File: config.mk
export PLATFORM = sky130hd
export DESIGN_NAME = mc_control_unit
export DESIGN_NICKNAME = d
export VERILOG_FILES = /design/src/rtl/mc_control_unit.sv
export SDC_FILE = /design/constraint.sdc
export NUM_CORES = 1
export LEC_CHECK = 0
export BUFFER_PORTS_ARGS = -buffer_cell sky130_fd_sc_hd__buf_2
export CAP_MARGIN = 20
export CORE_ASPECT_RATIO = 1.2
export CORE_MARGIN = 2
export CORE_UTILIZATION = 50
export CTS_CLUSTER_SIZE = 14
export DETAILED_ROUTE_END_ITERATION = 8
export PLACE_DENSITY = 0.88
export SKIP_LAST_GASP = 1
export SLEW_MARGIN = 20
export SYNTH_ARGS = -nofsm -noshare
export SYNTH_HDL_FRONTEND = slang
export SYNTH_SLANG_ARGS = --single-unit
File: constraint.sdc
create_clock -name clk -period 6.4 [get_ports clk]
set_input_delay 0.64 -clock clk [delete_from_list [all_inputs] [get_ports clk]]
set_output_delay 0.64 -clock clk [all_outputs]
set_load 0.05 [all_outputs]
File: src/rtl/mc_control_unit.sv
// Multi-cycle control unit: owns pc/ir and sequences FETCH/DECODE/EXEC/MEM/WB.
// Optional PERF_COUNT_EN adds cycle_cnt/retire_cnt output ports.
module mc_control_unit #(
  parameter int          XLEN       = 32,
  parameter logic [XLEN-1:0] RESET_PC = 'h28,
  parameter int          MAX_RETIRE = 0
) (
  input  logic            clk,
  input  logic            rst_n,
  input  logic [31:0]     ins,
  input  logic            zero,
  input  logic [XLEN-1:0] imm,
  output logic [XLEN-1:0] pc,
  output logic [XLEN-1:0] pc_plus4,
  output logic [31:0]     ir,
  output logic            reg_write,
  output logic            alu_src,
  output logic            mem_read,
  output logic            mem_write,
  output logic [1:0]      wb_sel,
  output logic [2:0]      alu_op,
`ifdef PERF_COUNT_EN
  output logic [31:0]     cycle_cnt,
  output logic [31:0]     retire_cnt,
`endif
  output logic [2:0]      state,
  output logic            halted,
  output logic            illegal
);

  // state | meaning
  // FETCH  | latch ins into ir
  // DECODE | classify opcode, trap unknown ones
  // EXEC   | ALU op; branch/jal resolve pc here
  // MEM    | load/store strobe
  // WB     | register write, pc+4
  // HALT   | frozen until reset
  localparam logic [2:0] S_FETCH = 3'd0, S_DECODE = 3'd1, S_EXEC = 3'd2,
                         S_MEM = 3'd3, S_WB = 3'd4, S_HALT = 3'd7;

  localparam logic [6:0] OP_R = 7'h33, OP_I = 7'h13, OP_LD = 7'h03,
                         OP_ST = 7'h23, OP_BR = 7'h63, OP_JAL = 7'h6F;

  logic [2:0] state_next;
  logic [6:0] op;
  logic [2:0] funct3;
  logic       legal;
  logic       retire;
  logic       retire_hit;
  logic       br_taken;

  assign op       = ir[6:0];
  assign funct3   = ir[14:12];
  assign pc_plus4 = pc + XLEN'(4);
  assign halted   = (state == S_HALT);
  assign legal    = (op == OP_R) || (op == OP_I) || (op == OP_LD) ||
                    (op == OP_ST) || (op == OP_BR) || (op == OP_JAL);
  assign br_taken = ((funct3 == 3'b000) && zero) || ((funct3 == 3'b001) && !zero);
  assign retire   = ((state == S_EXEC) && ((op == OP_BR) || (op == OP_JAL))) ||
                    ((state == S_MEM) && (op == OP_ST)) ||
                    (state == S_WB);

`ifdef PERF_COUNT_EN
  always_ff @(posedge clk) begin
    if (!rst_n) begin
      cycle_cnt  <= '0;
      retire_cnt <= '0;
    end else begin
      if (state != S_HALT) cycle_cnt <= cycle_cnt + 32'd1;
      if (retire) retire_cnt <= retire_cnt + 32'd1;
    end
  end
  assign retire_hit = (MAX_RETIRE != 0) && ((retire_cnt + 32'd1) == 32'(MAX_RETIRE));
`else
  generate
    if (MAX_RETIRE != 0) begin : g_retire
      localparam int RW = $clog2(MAX_RETIRE + 1);
      logic [RW-1:0] retire_q;
      always_ff @(posedge clk) begin
        if (!rst_n)      retire_q <= '0;
        else if (retire) retire_q <= retire_q + RW'(1);
      end
      assign retire_hit = (retire_q + RW'(1)) == RW'(MAX_RETIRE);
    end else begin : g_no_retire
      assign retire_hit = 1'b0;
    end
  endgenerate
`endif

  always_ff @(posedge clk) begin
    if (!rst_n) begin
      state   <= S_FETCH;
      pc      <= RESET_PC;
      ir      <= '0;
      illegal <= 1'b0;
    end else begin
      state <= state_next;
      if (state == S_FETCH) ir <= ins;
      if ((state == S_DECODE) && !legal) illegal <= 1'b1;
      if (state == S_EXEC) begin
        if (op == OP_JAL)     pc <= pc + imm;
        else if (op == OP_BR) pc <= br_taken ? pc + imm : pc_plus4;
      end
      if (((state == S_MEM) && (op == OP_ST)) || (state == S_WB)) pc <= pc_plus4;
    end
  end

  always_comb begin
    state_next = state;
    case (state)
      S_FETCH:  state_next = S_DECODE;
      S_DECODE: state_next = legal ? S_EXEC : S_HALT;
      S_EXEC: begin
        if ((op == OP_BR) || (op == OP_JAL))  state_next = retire_hit ? S_HALT : S_FETCH;
        else if ((op == OP_LD) || (op == OP_ST)) state_next = S_MEM;
        else                                  state_next = S_WB;
      end
      S_MEM: begin
        if (op == OP_LD) state_next = S_WB;
        else             state_next = retire_hit ? S_HALT : S_FETCH;
      end
      S_WB:     state_next = retire_hit ? S_HALT : S_FETCH;
      S_HALT:   state_next = S_HALT;
      default:  state_next = S_FETCH;
    endcase
  end

  // Strobes are forced low while reset is held so an aborted access never lands.
  always_comb begin
    reg_write = 1'b0;
    alu_src   = 1'b0;
    mem_read  = 1'b0;
    mem_write = 1'b0;
    wb_sel    = 2'd0;
    alu_op    = 3'b010;
    case (state)
      S_EXEC: begin
        alu_src = (op == OP_I) || (op == OP_LD) || (op == OP_ST) || (op == OP_JAL);
        if ((op == OP_R) || (op == OP_I)) begin
          case (funct3)
            3'b000:  alu_op = ((op == OP_R) && ir[30]) ? 3'b110 : 3'b010;
            3'b111:  alu_op = 3'b000;
            3'b110:  alu_op = 3'b001;
            3'b010:  alu_op = 3'b111;
            default: alu_op = 3'b010;
          endcase
        end else if (op == OP_BR) begin
          alu_op = 3'b110;
        end
        if (op == OP_JAL) begin
          reg_write = rst_n;
          wb_sel    = 2'd2;
        end
      end
      S_MEM: begin
        mem_read  = rst_n && (op == OP_LD);
        mem_write = rst_n && (op == OP_ST);
      end
      S_WB: begin
        reg_write = rst_n;
        wb_sel    = (op == OP_LD) ? 2'd1 : 2'd0;
      end
      default: ;
    endcase
  end

endmodule

== After elaboration in Yosys (flattened, before gate mapping) ==
Cells that the tools add are included.
Cells by class
  equal/unequal tests: 15
  muxes and demuxes: 23
  reductions and logical operators: 26
  add/subtract/negate cells: 2
Operators by type and width (number)
  32-bit 2-to-1 mux: 5
  32-bit by 3-bit adder with 32-bit output (second input constant): 1
  32-bit adder: 1
  3-bit 2-to-1 mux: 8
  3-bit one-hot mux with 5 select lines: 1
  7-bit by 6-bit == test with 1-bit output (second input constant): 2
  7-bit == test (second input constant): 2
  3-bit == test (second input constant): 4
  1-bit logical OR: 12
  3-bit one-hot mux with 4 select lines: 1
  3-bit by 2-bit == test with 1-bit output (second input constant): 3
  7-bit by 2-bit == test with 1-bit output (second input constant): 1
  7-bit by 5-bit == test with 1-bit output (second input constant): 1
  1-bit logical AND: 7
  3-bit by 1-bit == test with 1-bit output (second input constant): 2
  3-bit logical NOT: 2
  1-bit 2-to-1 mux: 5
  2-bit one-hot mux with 2 select lines: 1
  3-bit nonzero test: 1
  1-bit logical NOT: 2
  2-bit 2-to-1 mux: 1
  1-bit one-hot mux with 2 select lines: 1
  2-bit AND reduction: 1
  2-bit nonzero test: 1
Word-level totals
  flip-flop bits (word level): 68
  bits of input ports: 67
  logic and storage cells: 70
  output and inout port bits: 110

== Logic depth before layout (Yosys ltp) ==
Gate-level depths: netlist of run 1.
  depth in word-level cells: 8
  gate-level depth with buffers: 11
  gate-level depth less buffers: 11

== Least setup slack after synthesis of run 1 ==
OpenSTA, ideal clock, no wires.
  kind: register to output
  from: register ir[1]
  to: output port mem_read
  arrival time: 3.096 ns
  stages on the path, launching flop included: 5
  setup slack: 2.664 ns
  required time: 5.760 ns
  path buffers: 0
  cell sequence: dfxtp_1 nand2_1 or4b_4 nor2_1 nor4b_1
Between the ends
  cells in the longest elaborated chain, start to end: 3
Ends and longest elaborated chain
  from (decl): RTL line 15  | output logic [31:0] ir,
  from (signal assigned): RTL line 98  | if (state == S_FETCH) ir <= ins;
  7-bit by 2-bit == test with 1-bit output: RTL line 156  | mem_read = rst_n && (op == OP_LD);
  1-bit logical AND: RTL line 156
  1-bit 2-to-1 mux: RTL line 136  | case (state)
  to (decl): RTL line 18  | output logic mem_read,
Every way passes these cells.

== Final worst setup path of run 1 ==
  from: register pc[4]
  to: output port pc_plus4[31]
Between the ends
  cells in the longest elaborated chain, start to end: 1
Ends and longest elaborated chain
  from (decl): RTL line 13  | output logic [XLEN-1:0] pc,
  from (signal assigned): RTL line 101  | if (op == OP_JAL) pc <= pc + imm;
  from (signal assigned): RTL line 102  | else if (op == OP_BR) pc <= br_taken ? pc + imm : pc_plus4;
  from (signal assigned): RTL line 104  | if (((state == S_MEM) && (op == OP_ST)) || (state == S_WB)) pc <= pc_plus4;
  32-bit by 3-bit adder with 32-bit output: RTL line 54  | assign pc_plus4 = pc + XLEN'(4);
  to (decl): RTL line 14  | output logic [XLEN-1:0] pc_plus4,
Every way passes these cells.

==> impl_metrics.yaml, run 1 <==
worst_setup_path:
  crit_path_end_kind: "output port"
  cp-start-kind: "flop"
  critical_path_class: "reg -> out"
  critical_path.max_fanout: 9
  crit_path_cell_trace: "nand3_4 > nor3_1 > nand2_1 > nor3_1 > nand3_1 > xnor2_1 > buf_2"
  crit_arrival_ns: 3.13
  cp_common_cell: "nor3_1"
  crit_required_ns: 5.76
  cp_slowest_stage_delay_ns: 0.67
  slowest_stage: "nor3_1"
finish:
  layout.nets: 971
  synthToLayoutAreaGrowth_pct: 23.5
  multi_input_area_mm2: 0.00361
  regArea_mm2: 0.00136
  final_area_mm2: 0.00641
  n_fill_cell: 954
  fin_util: 0.637
  num_antenna_cells: 0
  final_layout_size_suffix_gt1_frac: 0.240
clocking:
  cts_num_sinks: 68
  cts_resized: 0
  cts_buffers: 9
  htree_levels: 3
  insertion_delay_ns: 0.33
  cts_hold_buf: 0
  postCtsSetupBuffers: 0
  clkSlewWorstSetupHoldPaths_ns: 0.06
  cts_root_buf: "clkbuf_16"
  clock_path_buffers: 2
  cts_tree: "built"
timing:
  final-setup-viol-count: 0
  finClkSkew_ns: 0.00595
  maxSlewHeadroom: 0.317
  finalCritPeriodShare: 0.589
  rsz0062_at_grt: "no"
  worst_slew_pin_slew_ns: 1.02
  hold_viol_final: 0
  fmax_mhz: 265
  drv_slew: 0
  setup_tns_ns: 0
  final.min_clock_period_ns: 3.77
die:
  core-area_mm2: 0.0101
  die_w_um: 97.0
  io_pins: 177
  die-area_mm2: 0.0112
  num_rows: 40
  die_h_um: 116
  start_util: 0.516
yosys:
  postSynthCellCount: 717
  netlist.area_leader.share: 0.262
  ys_seq_elements: 68
  synth_top_cell_by_area: "dfxtp_1"
  synth_edf_count: 0
  syn_nets: 817
  synth_ff_type: "dfxtp_1"
  syn_area_per_cell_um2: 7.23
  seq_area_frac_synth: 0.262
  synth_area_leaders: "dfxtp_1 26%, a21oi_1 9.6%, nand2_1 9.2%, ha_1 7.7%, xnor2_1 6.4%"
  synthArstFlopShare: 0
  ys_warn_count: 0
  synthesis.area_mm2: 0.00519
  synth.distinct_cells: 62
global_routing:
  first_global_vias: 5551
  antenna_found_initial: 0
  grt_pass1_wl_um: 25700
  grt_usage: 0.277
  gr-total-overflow: 0
  grt_max_degree: 52
detailed_routing:
  drt_wl_total_um: 15700
  via_count: 5901
  wl_per_cell_um: 15.6
  drtAntennaViolNets: 0
  drcViolationCount: 0
  vias_per_cell: 5.89
  dr.pass1.iters: 5
  drtIter0Drc: 282
place:
  io_buffers: 176
  hpwl_um: 11800
  placed_area_mm2: 0.00612
  place_congestion: 0.970
run:
  maxCapViolCount: 0
power:
  p_per_area_mw_per_mm2: 267
  p_leak_uw: 0.00296
  peakVddDrop_uv: 212
min_path:
  hold_path_class: "reg -> reg"
status:
  status: "finished, final reports clean"
-- final cells by class --
cell class	count	area share
multi-input cells	592	0.563
flip-flops and latches	68	0.212
repair buffers	182	0.145
clock buffers	10	0.0373
well taps	126	0.0246
inverters	18	0.0105
clock inverters	6	0.00723
-- placed cells by master, fill, tap and decap left out, types with 5 or more instances in the layout --
cell	n
nor4_1	5
buf_2	176
a31oi_1	9
and3_1	12
o211ai_1	7
a21oi_1	100
xnor2_1	38
ha_1	32
nor2b_1	6
clkbuf_16	9
a211oi_1	11
xor2_1	15
nand2_1	127
nand3_1	33
buf_4	6
nor2_1	41
dfxtp_1	68
nand4_1	9
o21ai_0	42
inv_1	17
o21bai_1	5
a21o_1	11
nor3_1	19
-- registers in the layout, indices dropped and copies added, names as in the netlist --
name     cells
illegal      1
state        3
pc          32
ir          32
-- cells in the mapped netlist (5+ instances only) --
cell and number:
nand4_1 9, nor2b_1 6, a31oi_1 9, dfxtp_1 68
o21ai_0 42, nand2_1 127, nor2_1 41, xnor2_1 38
clkbuf_1 32, inv_1 17, a211oi_1 11, and3_1 12
nor3_1 21, o211ai_1 7, a21o_1 11, nor4_1 5
o21bai_1 5, a21oi_1 100, nand3_1 33, ha_1 32
xor2_1 15
-- logic make-up after synthesis --
| logic type | share of synthesized area |
|---|---|
| and+or+nand+nor | 0.255 |
| AOI/OAI and AO/OA | 0.257 |
| DFF | 0.262 |
| buffers and inverters | 0.0437 |
| xor gates and xnor gates | 0.0926 |
| adders and majority gates | 0.0810 |
| muxes | 0.00772 |
-- metal layers --
metal,vias up,GRT usage,wire length [µm]
li1,2892,-,-
met4,0,0.120,488
met5,-,0,0
met1,2714,0.335,6530
met3,46,0.0543,1140
met2,249,0.482,7500
-- final timing paths --
kind | start | to | slack, ns | depth (start not counted)
max | pc[4]$_SDFFE_PN0P_ | pc_plus4[31] | 2.63 | 7
min | ir[16]$_SDFFE_PN0P_ | ir[16]$_SDFFE_PN0P_ | 0.45 | 2
max reg2reg | ir[2]$_SDFFE_PN0P_ | pc[28]$_SDFFE_PN0P_ | 3.33 | 9
min reg2reg | ir[16]$_SDFFE_PN0P_ | ir[16]$_SDFFE_PN0P_ | 0.45 | 2
-- power by group --
group          switching [µW]  internal [µW]
Combinational             501            202
Clock                     206            276
Sequential               58.0            469
Total                     766            947
-- critical path, delay by kind of cell, from the launching register on --
kind                      cells  cell delay, ns
and+or+nand+nor               5            1.77
buffers and inverters         1            0.29
xor gates and xnor gates      1            0.22
DFF                           1            0.50
-- metrics by stage --
step / std cells / hold WS [ns] / setup WS (ns) / total power [µW]
2_1_floorplan: 717 / 0.673 / 2.66 / 1060
3_3_place_gp: 986 / 0.438 / 3.07 / 1230
3_5_place_dp: 986 / 0.443 / 2.99 / 1230
4_1_cts: 1002 / 0.451 / 2.62 / 1710
5_1_grt: 1002 / 0.469 / 2.32 / 1800
6_report: 1002 / 0.450 / 2.63 / 1710
(Power assumes the default switching activity.)
==> run 2: changes to the inputs <==
CORE_UTILIZATION = 47   (was 50)
PLACE_DENSITY = 0.87   (was 0.88)
clock period = 3.1 ns   (was 6.4 ns; I/O delays follow)
==> impl_metrics.yaml, run 2 (synthesis results as in run 1) <==
status:
  status: "finished, final reports clean"
die:
  start_util: 0.477
  die-area_mm2: 0.0119
  num_rows: 42
  die_w_um: 99.9
  core-area_mm2: 0.0109
  io_pins: 177
  die_h_um: 119
worst_setup_path:
  crit_arrival_ns: 2.63
  crit_path_cell_trace: "ha_2 > nand2_1 > or3_1 > nor3_1 > buf_4 > and3_1 > nand3_1 > xnor2_2 > buf_6"
  cp_slowest_stage_delay_ns: 0.48
  r2r_slack_ns: 0.27
  critical_path_class: "reg -> out"
  crit_path_end_kind: "output port"
  cp-start-kind: "flop"
  critical_path.max_fanout: 6
  slowest_stage: "dfxtp_1"
  crit_required_ns: 2.79
clocking:
  clock_path_buffers: 2
  postCtsSetupBuffers: 0
  clkSlewWorstSetupHoldPaths_ns: 0.07
  cts_num_sinks: 68
  cts_hold_buf: 0
  cts_root_buf: "clkbuf_16"
  cts_tree: "built"
  cts_buffers: 9
  cts_resized: 0
  insertion_delay_ns: 0.34
  htree_levels: 3
detailed_routing:
  drt_wl_total_um: 16700
  drcViolationCount: 0
  dr.pass1.iters: 7
  wl_per_cell_um: 16.3
  vias_per_cell: 5.91
  drtIter0Drc: 378
  via_count: 6060
  drtAntennaViolNets: 0
global_routing:
  first_global_vias: 5878
  gr-total-overflow: 0
  grt_pass1_wl_um: 26800
  antenna_found_initial: 0
  grt_max_degree: 36
  grt_usage: 0.277
place:
  place_congestion: 0.997
  placed_area_mm2: 0.00633
  io_buffers: 176
  place_inst: 1010
  dp_slack_ns: 0.273
  hpwl_um: 12500
power:
  p_leak_uw: 0.00310
  p_per_area_mw_per_mm2: 536
  switching_share: 0.450
  p_sw_uw: 1590
  pwr-share-clk: 0.273
  internal_power_uw: 1950
  p_comb_frac: 0.422
  peakVddDrop_uv: 408
  seq_power_share: 0.305
timing:
  timing.final.ws_setup_ns: 0.159
  finClkSkew_ns: 0.00997
  maxSlewHeadroom: 0.533
  fmax_mhz: 340
  drv_slew: 0
  worst_slew_pin_slew_ns: 0.696
  setup_tns_ns: 0
  final.min_clock_period_ns: 2.94
  rsz0062_at_grt: "yes"
  holdWs_ns: 0.206
  finalCritPeriodShare: 0.949
  hold_viol_final: 0
  final-setup-viol-count: 0
finish:
  layout_commonest_cell: "buf_2"
  layoutNonFillerInstCount: 1026
  layout.nets: 989
  num_antenna_cells: 0
  final_area_mm2: 0.00662
  synthToLayoutAreaGrowth_pct: 27.7
  reg_top3: "ir (32), pc (32), state (3)"
  layout_common_cells: "174 x buf_2, 127 x nand2_1, 100 x a21oi_1"
  final_layout_size_suffix_gt1_frac: 0.266
  n_fill_cell: 976
min_path:
  hold_path_class: "in -> reg"
run:
  maxCapViolCount: 0
[run 2: area by class of cell]
class,count,area (µm²),area share
clock buffers,9,225,0.0340
clock inverters,7,50.0,0.00756
inverters,18,67.6,0.0102
multi-input cells,592,3680,0.556
flip-flops and latches,68,1360,0.206
well taps,132,165,0.0249
repair buffers,200,1070,0.162
[run 2: path summary, 6_finish.rpt]
path,startpoint,end,depth (start not counted)
min reg2reg,ir[19]$_SDFFE_PN0P_,ir[19]$_SDFFE_PN0P_,2
max reg2reg,pc[0]$_SDFFE_PN0P_,pc[16]$_SDFFE_PN0P_,12
max,pc[3]$_SDFFE_PN1P_,pc_plus4[30],9
min,ins[5],ir[5]$_SDFFE_PN0P_,3
[run 2: worst max-delay path, delay by kind of cell, from the launching register on]
family                   cells  cell delay [ns]
AND/OR/NAND/NOR              5             0.96
flip-flops                   1             0.48
XOR/XNOR                     1             0.19
buffers and inverters        2             0.36
adder cells (fa/ha/maj)      1             0.30
[run 2: metrics by stage]
stage          power [µW]  utilization
3_3_place_gp         2560        0.582
4_1_cts              3550        0.608
5_1_grt              3720        0.609
3_5_place_dp         2580        0.582
2_1_floorplan        2200            -
6_report             3550        0.609
[run 2: power groups by stage]
stage / sequential (µW) / combinational, µW / clock (µW)
floorplan: 1400 / 804 / 0
global placement: 1090 / 1460 / 0
detailed placement: 1100 / 1480 / 0
CTS: 1080 / 1490 / 980
global route: 1100 / 1600 / 1020
finish: 1080 / 1500 / 969
[run 2: layer usage]
layer / GRT usage / wire (µm)
met1: 0.318 / 6530
met2: 0.472 / 8030
met3: 0.0604 / 1470
met4: 0.154 / 639
met5: 0 / 0
==> run 3: changes to the inputs <==
PLACE_DENSITY = unset   (was 0.87)
PLACE_DENSITY_LB_ADDON = 0.1   (was unset)
==> impl_metrics.yaml, run 3 (synthesis results as in run 1) <==
worst_setup_path:
  cp_top_family: "simple AND/OR/NAND/NOR gates"
  critical_path_class: "reg -> out"
  cp_slowest_stage_delay_ns: 0.49
  critical_path.max_fanout: 7
  crit_required_ns: 2.79
  r2r-end: "pc[21]$_SDFFE_PN0P_"
  cp_common_cell: "buf_4"
  crit_path_cell_trace: "nand3_2 > or3_1 > nor3_1 > buf_4 > and3_2 > nand3_1 > xnor2_2 > buf_4"
  rr_worst_depth: 9
  crit_buf_inv: 2
  cp-start-kind: "flop"
  crit_path_end_kind: "output port"
  reg2reg_from: "pc[5]$_SDFFE_PN1P_"
  r2r_slack_ns: 0.21
  crit_arrival_ns: 2.60
  slowest_stage: "dfxtp_1"
global_routing:
  antenna_found_initial: 0
  grt_pass1_wl_um: 26600
  first_global_vias: 5551
  gr-total-overflow: 0
  grt_max_degree: 42
  grt_usage: 0.275
run:
  maxCapViolCount: 0
clocking:
  cts_tree: "built"
  postCtsSetupBuffers: 0
  insertion_delay_ns: 0.34
  clock_path_buffers: 2
  clkSlewWorstSetupHoldPaths_ns: 0.06
  cts_buffers: 9
  cts_root_buf: "clkbuf_16"
  htree_levels: 3
  cts_num_sinks: 68
die:
  die_w_um: 99.9
  die-area_mm2: 0.0119
  start_util: 0.477
  num_rows: 42
  core-area_mm2: 0.0109
  io_pins: 177
  die_h_um: 119
power:
  p_leak_uw: 0.00313
  peakVddDrop_uv: 435
  p_per_area_mw_per_mm2: 548
min_path:
  min_to: "ir[25]$_SDFFE_PN0P_"
  holdCritStartpoint: "ins[25]"
  hold_path_class: "in -> reg"
  hold_path_depth: 3
finish:
  synthToLayoutAreaGrowth_pct: 28.8
  regArea_mm2: 0.00137
  multi_input_area_mm2: 0.00369
  layout_commonest_cell: "buf_2"
  reg_top3: "ir (32), pc (32), state (3)"
  num_antenna_cells: 0
  n_fill_cell: 1044
  layout.nets: 991
  layout_common_cells: "175 x buf_2, 127 x nand2_1, 99 x a21oi_1"
  final_layout_size_suffix_gt1_frac: 0.272
  fin_util: 0.614
detailed_routing:
  vias_per_cell: 5.79
  drtIter0Drc: 377
  dr.pass1.iters: 7
  via_count: 5955
  wl_per_cell_um: 16.1
  drt_wl_total_um: 16600
  drtAntennaViolNets: 0
  drcViolationCount: 0
timing:
  final-setup-viol-count: 0
  final.min_clock_period_ns: 2.91
  finClkSkew_ns: 0.00992
  hold_viol_final: 0
  maxSlewHeadroom: 0.310
  finalCritPeriodShare: 0.939
  rsz0062_at_grt: "no"
  setup_tns_ns: 0
  worst_slew_pin_slew_ns: 1.03
  fmax_mhz: 343
  drv_slew: 0
place:
  hpwl_um: 12300
  place_congestion: 0.930
  io_buffers: 176
status:
  status: "finished, final reports clean"
[run 3: routing by layer]
metal | track usage | routed length [µm]
met1 | 0.331 | 6710
met2 | 0.463 | 7860
met3 | 0.0663 | 1470
met4 | 0.116 | 541
met5 | 0 | 0
[run 3: how the worst max path moves through the flow]
stage                   startpoint             endpoint  slack [ns]  depth (start not counted)
2_1_floorplan   pc[2]$_SDFFE_PN0P_         pc_plus4[30]       -0.04                          7
3_3_place_gp                imm[0]  pc[26]$_SDFFE_PN0P_        0.27                         12
3_5_place_dp                imm[0]  pc[26]$_SDFFE_PN0P_        0.16                         12
4_1_cts         pc[3]$_SDFFE_PN1P_         pc_plus4[30]        0.02                          9
5_1_grt        pc[11]$_SDFFE_PN0P_         pc_plus4[29]       0.005                          8
6_report        pc[5]$_SDFFE_PN1P_         pc_plus4[30]        0.19                          8
[run 3: worst register-to-register path, delay by kind of cell, from the launching register on]
family	cells	cell delay, ns
compound gates	7	1.85
flops	1	0.49
fa+ha+maj	1	0.35
simple gates	1	0.10
[run 3: layout make-up]
| type | count | share of cell area |
|---|---|---|
| inverter | 18 | 0.0101 |
| timing repair buffer | 202 | 0.161 |
| clock buffer | 9 | 0.0337 |
| multi-input combinational | 592 | 0.553 |
| sequential | 68 | 0.205 |
| clock inverter | 7 | 0.0126 |
| tap | 132 | 0.0247 |
[run 3: timing repair]
item                       CTS  global route
hold buffers                 0             0
setup endpoints to repair    1             2
gates resized for setup      3             5
[run 3: where the power goes]
part / internal, µW / total (µW) / switching (µW)
Sequential: 968 / 1080 / 111
Clock: 637 / 1080 / 439
Combinational: 446 / 1510 / 1060
[run 3: per-stage QoR]
step                      hold slack (ns)  cells  power, µW  cell area (µm²)  worst slack [ns]
after floorplan                     0.446    717       2200             5260           -0.0356
after global placement              0.440   1012       2560             6350             0.268
after detailed placement            0.445   1012       2590             6350             0.158
after CTS                           0.198   1028       3680             6670            0.0237
after global routing                0.198   1028       3840             6680           0.00499
final                               0.205   1028       3660             6680             0.189
